===== config.mk =====
export PLATFORM = sky130hd
export DESIGN_NAME = sr_ctx_ctrl
export DESIGN_NICKNAME = d
export VERILOG_FILES = /design/src/rtl/sr_ctx_ctrl.sv
export SDC_FILE = /design/constraint.sdc
export NUM_CORES = 1
export LEC_CHECK = 0
export CORE_UTILIZATION = 31
export CTS_BUF_LIST = sky130_fd_sc_hd__clkbuf_4 sky130_fd_sc_hd__clkbuf_8 sky130_fd_sc_hd__clkbuf_16
export CTS_CLUSTER_SIZE = 14
export DETAILED_ROUTE_END_ITERATION = 10
export GPL_TIMING_DRIVEN = 0
export PLACE_DENSITY = 0.9
export RECOVER_POWER = 50
export SLEW_MARGIN = 20
export SYNTH_ARGS = -nofsm -noshare
export SYNTH_HDL_FRONTEND = slang
export SYNTH_SLANG_ARGS = --single-unit

===== constraint.sdc =====
create_clock -name iw_clk -period 2.8 [get_ports iw_clk]
set_clock_uncertainty 0.2 [all_clocks]
set_input_delay 0.56 -clock iw_clk [delete_from_list [all_inputs] [get_ports iw_clk]]
set_output_delay 0.56 -clock iw_clk [all_outputs]
set_load 0.05 [all_outputs]

===== src/rtl/sr_ctx_ctrl.sv =====
// Special-register file write-port owner with context save/restore to data memory.
// Save streams every SR out through read port 2; restore reloads them one read at a time.
module sr_ctx_ctrl #(
   parameter int SR_COUNT = 16,
   parameter int ADDR_W   = 4,
   parameter int DATA_W   = 24,
   parameter int MADDR_W  = 24
) (
   input  logic               iw_clk,
   input  logic               iw_rst,
   input  logic               iw_save_start,
   input  logic               iw_restore_start,
   input  logic [MADDR_W-1:0] iw_base_addr,
   input  logic               iw_wb_valid,
   input  logic [ADDR_W-1:0]  iw_wb_addr,
   input  logic [DATA_W-1:0]  iw_wb_data,
   output logic               ow_wb_ready,
   input  logic [ADDR_W-1:0]  iw_pipe_rd_addr2,
   output logic [ADDR_W-1:0]  ow_sr_read_addr2,
   input  logic [DATA_W-1:0]  iw_sr_read_data2,
   output logic               ow_sr_write_enable,
   output logic [ADDR_W-1:0]  ow_sr_write_addr,
   output logic [DATA_W-1:0]  ow_sr_write_data,
   output logic               ow_mem_req_valid,
   output logic               ow_mem_req_we,
   output logic [MADDR_W-1:0] ow_mem_req_addr,
   output logic [DATA_W-1:0]  ow_mem_req_data,
   input  logic               iw_mem_req_ready,
   input  logic               iw_mem_rsp_valid,
   input  logic [DATA_W-1:0]  iw_mem_rsp_data,
   output logic               ow_busy,
   output logic               ow_done
);

   typedef enum logic [2:0] {
      S_IDLE,
      S_SAVE,
      S_RD_REQ,
      S_RD_WAIT,
      S_DONE
   } state_t;

   state_t               state_q, state_d;
   logic [ADDR_W-1:0]    r_idx_q, r_idx_d;
   logic [MADDR_W-1:0]   r_base_q, r_base_d;
   logic                 last_idx;
   logic [MADDR_W-1:0]   req_addr;

   assign last_idx = (r_idx_q == ADDR_W'(SR_COUNT - 1));
   assign req_addr = r_base_q + MADDR_W'(r_idx_q);

   // NOTE: every always_comb output gets a default first so no path leaves it unassigned (no latch).
   always_comb begin
      state_d  = state_q;
      r_idx_d  = r_idx_q;
      r_base_d = r_base_q;
      case (state_q)
         S_IDLE: begin
            // Save wins when both commands arrive together.
            if (iw_save_start) begin
               r_base_d = iw_base_addr;
               r_idx_d  = '0;
               state_d  = S_SAVE;
            end else if (iw_restore_start) begin
               r_base_d = iw_base_addr;
               r_idx_d  = '0;
               state_d  = S_RD_REQ;
            end
         end
         S_SAVE: begin
            if (iw_mem_req_ready) begin
               if (last_idx) state_d = S_DONE;
               else          r_idx_d = r_idx_q + ADDR_W'(1);
            end
         end
         S_RD_REQ: begin
            if (iw_mem_req_ready) state_d = S_RD_WAIT;
         end
         S_RD_WAIT: begin
            if (iw_mem_rsp_valid) begin
               if (last_idx) begin
                  state_d = S_DONE;
               end else begin
                  r_idx_d = r_idx_q + ADDR_W'(1);
                  state_d = S_RD_REQ;
               end
            end
         end
         S_DONE:  state_d = S_IDLE;
         default: state_d = S_IDLE;
      endcase
   end

   // NOTE: sequential state uses non-blocking assignments so all flops update together at the edge.
   always_ff @(posedge iw_clk or posedge iw_rst) begin
      if (iw_rst) begin
         state_q  <= S_IDLE;
         r_idx_q  <= '0;
         r_base_q <= '0;
      end else begin
         state_q  <= state_d;
         r_idx_q  <= r_idx_d;
         r_base_q <= r_base_d;
      end
   end

   always_comb begin
      ow_wb_ready        = (state_q == S_IDLE);
      ow_busy            = (state_q != S_IDLE);
      ow_done            = (state_q == S_DONE);
      ow_sr_read_addr2   = iw_pipe_rd_addr2;
      ow_sr_write_enable = 1'b0;
      ow_sr_write_addr   = iw_wb_addr;
      ow_sr_write_data   = iw_wb_data;
      ow_mem_req_valid   = 1'b0;
      ow_mem_req_we      = 1'b0;
      ow_mem_req_addr    = '0;
      ow_mem_req_data    = '0;
      case (state_q)
         S_IDLE: ow_sr_write_enable = iw_wb_valid;
         S_SAVE: begin
            // Read port 2 feeds the memory write data combinationally.
            ow_sr_read_addr2 = r_idx_q;
            ow_mem_req_valid = 1'b1;
            ow_mem_req_we    = 1'b1;
            ow_mem_req_addr  = req_addr;
            ow_mem_req_data  = iw_sr_read_data2;
         end
         S_RD_REQ: begin
            ow_mem_req_valid = 1'b1;
            ow_mem_req_addr  = req_addr;
         end
         S_RD_WAIT: begin
            ow_sr_write_enable = iw_mem_rsp_valid;
            ow_sr_write_addr   = r_idx_q;
            ow_sr_write_data   = iw_mem_rsp_data;
         end
         default: ;
      endcase
   end

endmodule


### Yosys cells after proc, flatten, opt, wreduce, memory -nomap -nowiden

Index checks and enable logic that the tools add are counted.

| word-level totals | value |
|---|---|
| register bits | 31 |
| logic and storage cells | 47 |

| cells by class | value |
|---|---|
| add/sub/neg operators | 2 |
| equality and inequality tests | 10 |
| mux-type cells | 24 |
| reductions and logical operators | 8 |

Operator list:

| kind | number |
|---|---|
| 24-bit 2-to-1 mux | 5 |
| 4-bit 2-to-1 mux | 7 |
| 24-bit by 4-bit adder with 24-bit output | 1 |
| 3-bit 2-to-1 mux | 7 |
| 3-bit one-hot mux with 4 select lines | 1 |
| 4-bit one-hot mux with 3 select lines | 1 |
| 2-bit != test, second input constant | 4 |
| 3-bit by 2-bit equality test with 1-bit output, second input constant | 2 |
| 3-bit nonzero test | 2 |
| 5-bit AND reduction | 1 |
| 4-bit by 1-bit adder with 4-bit output, second input constant | 1 |
| 4-bit equality test, second input constant | 1 |
| 4-bit AND reduction | 1 |
| 3-bit by 1-bit equality test with 1-bit output, second input constant | 1 |
| 3-bit equality test, second input constant | 1 |
| 3-bit zero test | 1 |
| 3-bit != test, second input constant | 1 |
| 1-bit 2-to-1 mux | 2 |
| 1-bit one-hot mux with 2 select lines | 1 |
| 2-bit AND reduction | 1 |
| 2-bit nonzero test | 1 |
| 2-bit OR reduction | 1 |

### Depth between registers and ports, before layout

| logic depth | value |
|---|---|
| depth in word-level cells | 4 |
| depth in mapped cells | 9 |

### Least setup slack after synthesis

No wires, ideal clock.

| path | value |
|---|---|
| path type | reg2out |
| start point | register r_idx_q[0] |
| end point | output port ow_mem_req_addr[20] |
| arrival time | 2.337 ns |
| slack | -0.297 ns |
| stages on the path, launching flop included | 10 |
| buffers on the path | 1 |
| cell sequence | dfrtp_1 -> ha_1 -> inv_1 -> fa_1 -> nor2b_1 -> o21a_1 -> buf_2 -> o2111ai_1 -> xor2_1 -> nor2_1 |

| on the way | value |
|---|---|
| cells in the longest elaborated chain, start to end | 2 |

RTL lines:

| element | line | RTL |
|---|---|---|
| from (decl) | 44 | `logic [ADDR_W-1:0] r_idx_q, r_idx_d;` |
| from (signal assigned) | 102 | `r_idx_q <= r_idx_d;` |
| 24-bit by 4-bit adder with 24-bit output | 50 | `assign req_addr = r_base_q + MADDR_W'(r_idx_q);` |
| 24-bit 2-to-1 mux | 119 | `case (state_q)` |
| to (decl) | 26 | `output logic [MADDR_W-1:0] ow_mem_req_addr,` |

Every way passes these cells.

### Worst setup path after layout

| path | value |
|---|---|
| start point | register r_idx_q[0] |
| end point | output port ow_mem_req_addr[10] |

Same word-level chain as after synthesis.

==> qor.csv <==
metric;value;unit
status;complete, but fails checks;
failing checks;negative setup slack;
non-filler instance count after layout;595;
most frequent cells after synthesis;mux2_1 (55), dfrtp_1 (31), and3_1 (30), nor2_1 (30), xor2_1 (20);
Nets;609;
Post-Place Cells;571;
main combinational cell family by area after synthesis;multiplexers;
endpoint class of the critical path;output port;
Main synth FF type;dfrtp_1;
Final Power;4170;uW
EDFF count, synth;0;
Slew @ Worst Pin;1.17;ns
post-synthesis compound-gate area fraction;7.58;%
H-tree Lvls;2;
Net Count, Synth;390;
drt drc;0;
Placed Area;4790;um2
CP max-delay cell;or4_4;
hold path startpoint;r_base_q[3];
Rel. slew slack;21.8;%
via/cell ratio;5.04;
share of post-route cells with drive strength above 1;31.4;%
Worst-Skew Late Latency;0.28;ns
largest area contributor in the netlist;dfrtp_1;
Setup crit start;r_idx_q[0];
Area Overhead vs Synth;93.5;%
clock group share of total power;11.0;%
Hold WS;0.304;ns
sw power;2250;uW
# IOs;197;
slowest stage delay, CP;0.47;ns
Clock Sinks;31;
# diodes;0;
xor and xnor area share after synthesis;7.43;%
Leak;0.00222;uW
Final WS setup;-0.397;ns
ratio of final minimum period to clock period;114;%
critical path arrival;2.44;ns
Simple-Gate Fraction of Synth Area;22.5;%
PwrDens;837;nW/um2
global-route wire length before repair;15700;um
GRT overflow;0;
Setup Viol. Count Final;21;
crit-path cells;ha_4, inv_2, fa_2, nor2b_2, o21a_1, buf_6, o21ai_4, or4_4, nand2_8, buf_8;
core box area;7890;um2
synth warn;0;
Util after Layout;63.2;%
initial antenna violation count;0;
worst r2r src;state_q[0];
Synth area leaders;dfrtp_1 (30%), mux2_1 (24%), and3_1 (7.3%), xor2_1 (6.8%), nor2_1 (4.4%);
flops & latches, synth;31;
top-area cell type share of the netlist area;30.1;%
count leader, synth;mux2_1;
largest net degree at the start of global routing;32;
Largest delay share family, worst path;simple AND/OR/NAND/NOR gates;
sw frac;54.0;%
Die H;93.2;um
Comb pwr share;72.5;%
CP startpoint kind;flop;
routed via count;2997;
Syn Area/Cell;9.44;um2
Clock transition at path regs;0.07;ns
fin area;4980;um2
IR drop worst, VDD;0.000271;V
number of CTS-inserted buffers;5;
share of synthesized cell area in full adder, half adder and majority cells;3.21;%
Starting Density;32.7;%
Wirelength per Cell;17.4;um
1st-iter DRT viols;232;
drt pass-1 iters;4;
final wirelength;10400;um
DRT antenna net count;0;
maximum fanout along the worst path;5;
Seq/Total Area, Yosys;30.1;%
final hold vios;0;
DIE AREA;8680;um2
num rows;32;
Mapped Area;2580;um2
fin. max-slew vios;0;
worst min path class;flop to flop;
fmax;313;MHz
Root Driver;clkbuf_8;
RSZ-0062 raised after global routing;true;
total track usage;23.3;%
Max-Cap Viols;0;
CP Buf/Inv Count;3;
Pint;1920;uW
HPWL Detailed;7970;um
GPL Wtd Cong;0.821;
Max Root-Sink Buffers;2;
post-layout min period;3.20;ns
Port Buf Inserts;196;
vias in the first global route;3090;
WS Path Type;flop to output port;
ys async rst share;100;%
CTS tree;done;
Cell variety after synth;42;
Reg power frac;16.6;%
Critical Path RT;2.04;ns
instance count of the mapped netlist;273;
Die Width;93.2;um
multiplexer area fraction after synthesis;24.4;%
path summary, 6_finish.rpt:
check                                      endpoint  slack [ns]  depth (start not counted)
worst max-delay path            ow_mem_req_addr[10]       -0.40                         10
max in group asynchronous                r_idx_q[2]        0.80                          2
min in group asynchronous               r_base_q[3]        0.82                          2
worst max register to register         r_base_q[15]        0.09                          6
worst min register to register          r_base_q[3]        0.30                          1
worst min-delay path                    r_base_q[3]        0.30                          1
power by group through the flow:
stage / Clock [uW] / Sequential, uW / Combinational [uW]
6_report: 457 / 691 / 3020
5_1_grt: 490 / 707 / 3190
4_1_cts: 460 / 684 / 2970
3_5_place_dp: 0 / 701 / 2910
3_3_place_gp: 0 / 691 / 2880
2_1_floorplan: 0 / 661 / 1980
placed cells by master (no fill, tap or decap), types with 4 or more instances in the layout:
| master | Yosys | routed |
|---|---|---|
| nor3_1 | 4 | 5 |
| dlygate4sd2_1 | 0 | 8 |
| buf_4 | 3 | 24 |
| nand3_1 | 6 | 6 |
| nand2_1 | 13 | 11 |
| xor2_1 | 20 | 20 |
| clkbuf_2 | 0 | 7 |
| buf_6 | 2 | 15 |
| inv_1 | 7 | 5 |
| nand4_1 | 5 | 5 |
| clkbuf_4 | 0 | 4 |
| mux2_1 | 55 | 55 |
| clkbuf_8 | 0 | 6 |
| o211ai_1 | 7 | 7 |
| nor2_2 | 1 | 12 |
| o21ai_0 | 2 | 5 |
| o21ai_1 | 8 | 4 |
| dfrtp_2 | 0 | 4 |
| clkdlybuf4s15_2 | 0 | 27 |
| nor2_4 | 1 | 8 |
| dfrtp_1 | 31 | 27 |
| clkdlybuf4s50_1 | 0 | 109 |
| and3_1 | 30 | 30 |
| nor2_1 | 30 | 12 |
| buf_2 | 4 | 26 |
| a21oi_1 | 5 | 5 |
final cells by class:
| class | count | area (um2) |
|---|---|---|
| sequential | 31 | 781 |
| tap | 102 | 128 |
| clock buffer | 6 | 82.6 |
| clock inverter | 2 | 35.0 |
| multi-input combinational | 218 | 1830 |
| fill | 614 | 2900 |
| timing repair buffer | 213 | 1980 |
| inverter | 8 | 30.0 |
| buffer | 15 | 119 |
worst register-to-register path: stages (launching register included):
cell and delay, ns:
dfrtp_1 0.42, clkbuf_4 0.15, nor3_1 0.40, inv_2 0.07
nor2_1 0.59, clkbuf_2 0.40, mux2_1 0.37
timing repair:
action	CTS	global route
setup buffers	10	5
cloned	1	1
gates resized for setup	340	54
pin swaps	13	11
endpoints found under the setup margin	83	66
hold buffers	0	0
through the flow:
stage          setup slack [ns]  setup TNS, ns
2_1_floorplan           -0.0975         -0.233
3_3_place_gp             -0.976         -19.29
3_5_place_dp              -1.03         -21.54
4_1_cts                  -0.373          -5.08
5_1_grt                  -0.479          -9.00
6_report                 -0.397          -5.95
cells by family after synthesis:
| family | count (synthesis) |
|---|---|
| AND/OR/NAND/NOR | 106 |
| XOR/XNOR | 21 |
| buffers and inverters | 24 |
| adder cells (fa/ha/maj) | 6 |
| multiplexers | 56 |
| AO/OA/AOI/OAI | 29 |
| flip-flops | 31 |
registers in the layout (all words and copies together) (netlist names):
signal / flops
r_base_q: 24
r_idx_q: 4
state_q: 3
routing by layer:
layer | GRT usage [%] | share of wire (%)
met2 | 40.9 | 51
met3 | 6.67 | 9.0
met4 | 6.28 | 1.9
met1 | 27.7 | 38
met5 | 0 | 0
(Power assumes the default switching activity.)
